--- src/rtl/rns_eac_reduce_6.sv ---
// rns_eac_reduce_6: two-stage handshaked end-around-carry reduction of {cout,sum} mod 2^W-1.
// Define RNS_ZERO_NORM_EN to store an all-ones residue as 0 (unique zero representation).
module rns_eac_reduce_6 #(
    parameter int W = 6
) (
    input  logic         clk,
    input  logic         rst,
    input  logic         in_valid,
    output logic         in_ready,
    input  logic         in_cout,
    input  logic [W-1:0] in_sum,
    output logic         out_valid,
    input  logic         out_ready,
    output logic [W-1:0] out_res,
    input  logic         clr_cnt,
    output logic [7:0]   eac_cnt
);
    logic         s1_v, s2_v, s1_c, s2_load, in_xfer, out_xfer;
    logic [W-1:0] s1_s, r, rn;
    logic [W:0]   t;
    assign s2_load   = s1_v && (!s2_v || out_ready);
    assign in_ready  = !s1_v || s2_load;
    assign in_xfer   = in_valid && in_ready;
    assign out_xfer  = s2_v && out_ready;
    assign out_valid = s2_v;
    // the second add cannot carry again: t[W] set implies t[W-1:0] is zero
    assign t = {1'b0, s1_s} + {{W{1'b0}}, s1_c};
    assign r = t[W-1:0] + {{(W-1){1'b0}}, t[W]};
`ifdef RNS_ZERO_NORM_EN
    assign rn = &r ? '0 : r;
`else
    assign rn = r;
`endif
    always_ff @(posedge clk) begin
        if (rst) begin
            s1_v    <= 1'b0;
            s2_v    <= 1'b0;
            s1_c    <= 1'b0;
            s1_s    <= '0;
            out_res <= '0;
            eac_cnt <= '0;
        end else begin
            if (in_xfer) begin
                s1_c <= in_cout;
                s1_s <= in_sum;
            end
            if (s2_load) out_res <= rn;
            s1_v    <= in_xfer ? 1'b1 : (s2_load ? 1'b0 : s1_v);
            s2_v    <= s2_load ? 1'b1 : (out_xfer ? 1'b0 : s2_v);
            eac_cnt <= clr_cnt ? 8'd0
                     : (in_xfer && in_cout && eac_cnt != 8'hff) ? eac_cnt + 8'd1 : eac_cnt;
        end
    end
endmodule

--- config.mk ---
export PLATFORM = sky130hd
export DESIGN_NAME = rns_eac_reduce_6
export DESIGN_NICKNAME = d
export VERILOG_FILES = /design/src/rtl/rns_eac_reduce_6.sv
export SDC_FILE = /design/constraint.sdc
export NUM_CORES = 1
export LEC_CHECK = 0
export BUFFER_PORTS_ARGS = -buffer_cell sky130_fd_sc_hd__buf_2
export CAP_MARGIN = 20
export CORE_MARGIN = 2
export CORE_UTILIZATION = 45
export CTS_CLUSTER_DIAMETER = 120
export DETAILED_ROUTE_END_ITERATION = 10
export PLACE_DENSITY = 0.68
export SLEW_MARGIN = 20
export SYNTH_ARGS = -nofsm -noshare
export SYNTH_HDL_FRONTEND = slang
export SYNTH_SLANG_ARGS = --single-unit
--- constraint.sdc ---
create_clock -name clk -period 4.9 [get_ports clk]
set_input_delay 0.735 -clock clk [delete_from_list [all_inputs] [get_ports clk]]
set_output_delay 0.735 -clock clk [all_outputs]
set_load 0.01 [all_outputs]
==> run metrics <==
status finished clean; worst slew pin tran roughly 0.47 ns; Vias between 1000 and 1500; DRC 0; Die Area 3400 um2; first-pass GRT wire length between 4000 and 5000 um; Syn-to-layout area delta 11.8%; post-CTS resize count 0; register area share after synthesis a little over a third; vias in the first global route between 1000 and 1500; Max H-tree Level 1; Skew-Pair Late Insertion Delay slightly above 0.3 ns; gr usage total a little under a fifth; Detailed Route WL 2810 um; Crit path arrival time 2.44 ns; most common cell after layout, fill and taps aside buf_2; core area between 2000 and 3000 um2; Max rail drop VDD 0.119 mV; pin count of the biggest net entering global routing 24; Post-synth EDFFs 0; PD cells around 220 nW/um2; period utilization between 40% and 50%; maxcap violations 0; vias per inst approximately 5.8; final hold viol count 0; Die X 58.3 um; RSZ-0062 raised after global routing no; Synth Flop Type dfxtp_1; Final setup violation count 0; Port Buffers 27; relative slew slack between 60 and 70%; clock sinks 23; clock root cell clkbuf_4; Final nets 202; DRT Pass-1 Iters 5; skew final approximately 0.0051 ns; post-DP HPWL between 2000 and 2500 um; multi-input logic area 796 um2; fillcell total roughly 290; crit path capture type register; maximum buffer depth of the clock tree 2; Synth Register Bits 23; Max Slew Vio Count 0; TritonCTS clock tree yes; Avg WL per Cell between 10 and 15 um; Cell Area, Synth between 1000 and 1500 um2; Hold-fix buffers, CTS 0; crit-path max FO 7; critical path class reg -> reg; Setup Buffers After CTS 0; ANT cells 0; Initial Util 47.7%; total grt overflow 0; Iteration-0 DRC Markers 71; CTS buffer count 3; FFs w/ async S/R, synth 0%; io pins 28; Critical Path RT ~5 ns; register area roughly 460 um2; Synth Warn # 0; final hold slack approximately 0.49 ns; leak pwr about 0.65 nW; DP Worst Slack approximately 2.7 ns; share of cells above drive strength 1 between 10% and 20%; Util after Layout between 50% and 60%; initial antenna violation count 0; CP Launch Type register; Final ANT Viol Nets 0; Sum Neg Setup Slack 0 ns; die boundary height approximately 58 um; commonest non-fill, non-tap cells in the layout buf_2 (27), dfxtp_1 (23), nand2_1 (19); Clk pin slew, worst setup/hold paths 0.13 ns; GPL Wtd Cong 0.825; Hold Path Class reg -> reg; slack of the critical path between 2 and 3 ns; syn nets around 180; synthesized instance count 161; post-layout min period 2.20 ns; count of cell types in the netlist 44; total power around 0.33 mW; Syn Area/Cell approximately 8.2 um2; FMAX 0.454 GHz; row count 19
per-layer routing:
layer  up-vias  track usage (%)  share of wire, %
met5         -                0                 0
met2        30             27.9                44
met1       581             26.7                50
li1        638                -                 -
met4         0             5.65              0.57
met3         2             1.98               5.3
area by class of cell:
type                       count  share of cell area, %
clock buffer                   4                   1.77
inverter                       6                   1.85
multi-input combinational    124                   53.6
sequential                    23                   31.0
tap                           31                   2.61
timing repair buffer          27                   9.11
cells in the mapped netlist, drive strengths merged (3+ instances only):
| library cell | instances | share of area [%] |
|---|---|---|
| a21oi | 15 | 5.7 |
| mux2i | 5 | 3.8 |
| buf | 6 | 2.7 |
| or3 | 5 | 2.4 |
| dfxtp | 23 | 35 |
| inv | 5 | 1.4 |
| o211ai | 3 | 1.7 |
| nand2 | 19 | 5.4 |
| nor2 | 10 | 2.8 |
| ha | 5 | 4.7 |
| nand2b | 3 | 1.6 |
| xnor2 | 3 | 2.0 |
| o21ai | 6 | 2.3 |
| nand3 | 12 | 5.5 |
| nand4 | 7 | 3.3 |
| and3 | 4 | 1.9 |
flip-flops by register name, summed over array words and instances, names as in the netlist:
| register | cells |
|---|---|
| s1_v | 1 |
| out_valid | 1 |
| eac_cnt | 8 |
| s1_s | 6 |
| s1_c | 1 |
| out_res | 6 |
worst paths after layout:
path / startpoint / endpoint / slack (ns) / cells after the start
setup reg to reg: s1_c / out_res[4] / 2.70 / 8
hold reg to reg: s1_s[0] / s1_s[0] / 0.49 / 2
hold / removal: s1_s[0] / s1_s[0] / 0.49 / 2
setup / recovery: s1_c / out_res[4] / 2.70 / 8
kinds of logic (layout without fill, tap and decap cells):
| logic type | after synthesis | after routing | synth area share, % |
|---|---|---|---|
| flops | 23 | 23 | 34.7 |
| compound gates | 36 | 36 | 17.3 |
| xor+xnor | 5 | 5 | 3.30 |
| fa+ha+maj | 5 | 5 | 4.71 |
| mux | 5 | 5 | 3.77 |
| simple gates | 73 | 73 | 30.8 |
| buf+inv | 14 | 37 | 5.37 |
critical path: stages, from the launching register on:
cell and delay [ns]:
dfxtp_1 0.39, ha_1 0.31, nand4_1 0.17, nor2_1 0.15, ha_1 0.24, ha_1 0.23, o211ai_1 0.13, a2111o_1 0.43
o211ai_1 0.09
where the power goes:
group	switching, mW	internal [mW]
sequential	0.00784	0.193
combinational	0.0213	0.0158
clock	0.0582	0.0317
through the flow:
step / area [um2] / instances
6_report: 1480 / 215
5_1_grt: 1480 / 215
4_1_cts: 1480 / 215
3_5_place_dp: 1460 / 211
3_3_place_gp: 1460 / 211
2_1_floorplan: 1330 / 161
Power figures use the tool's default switching activity.
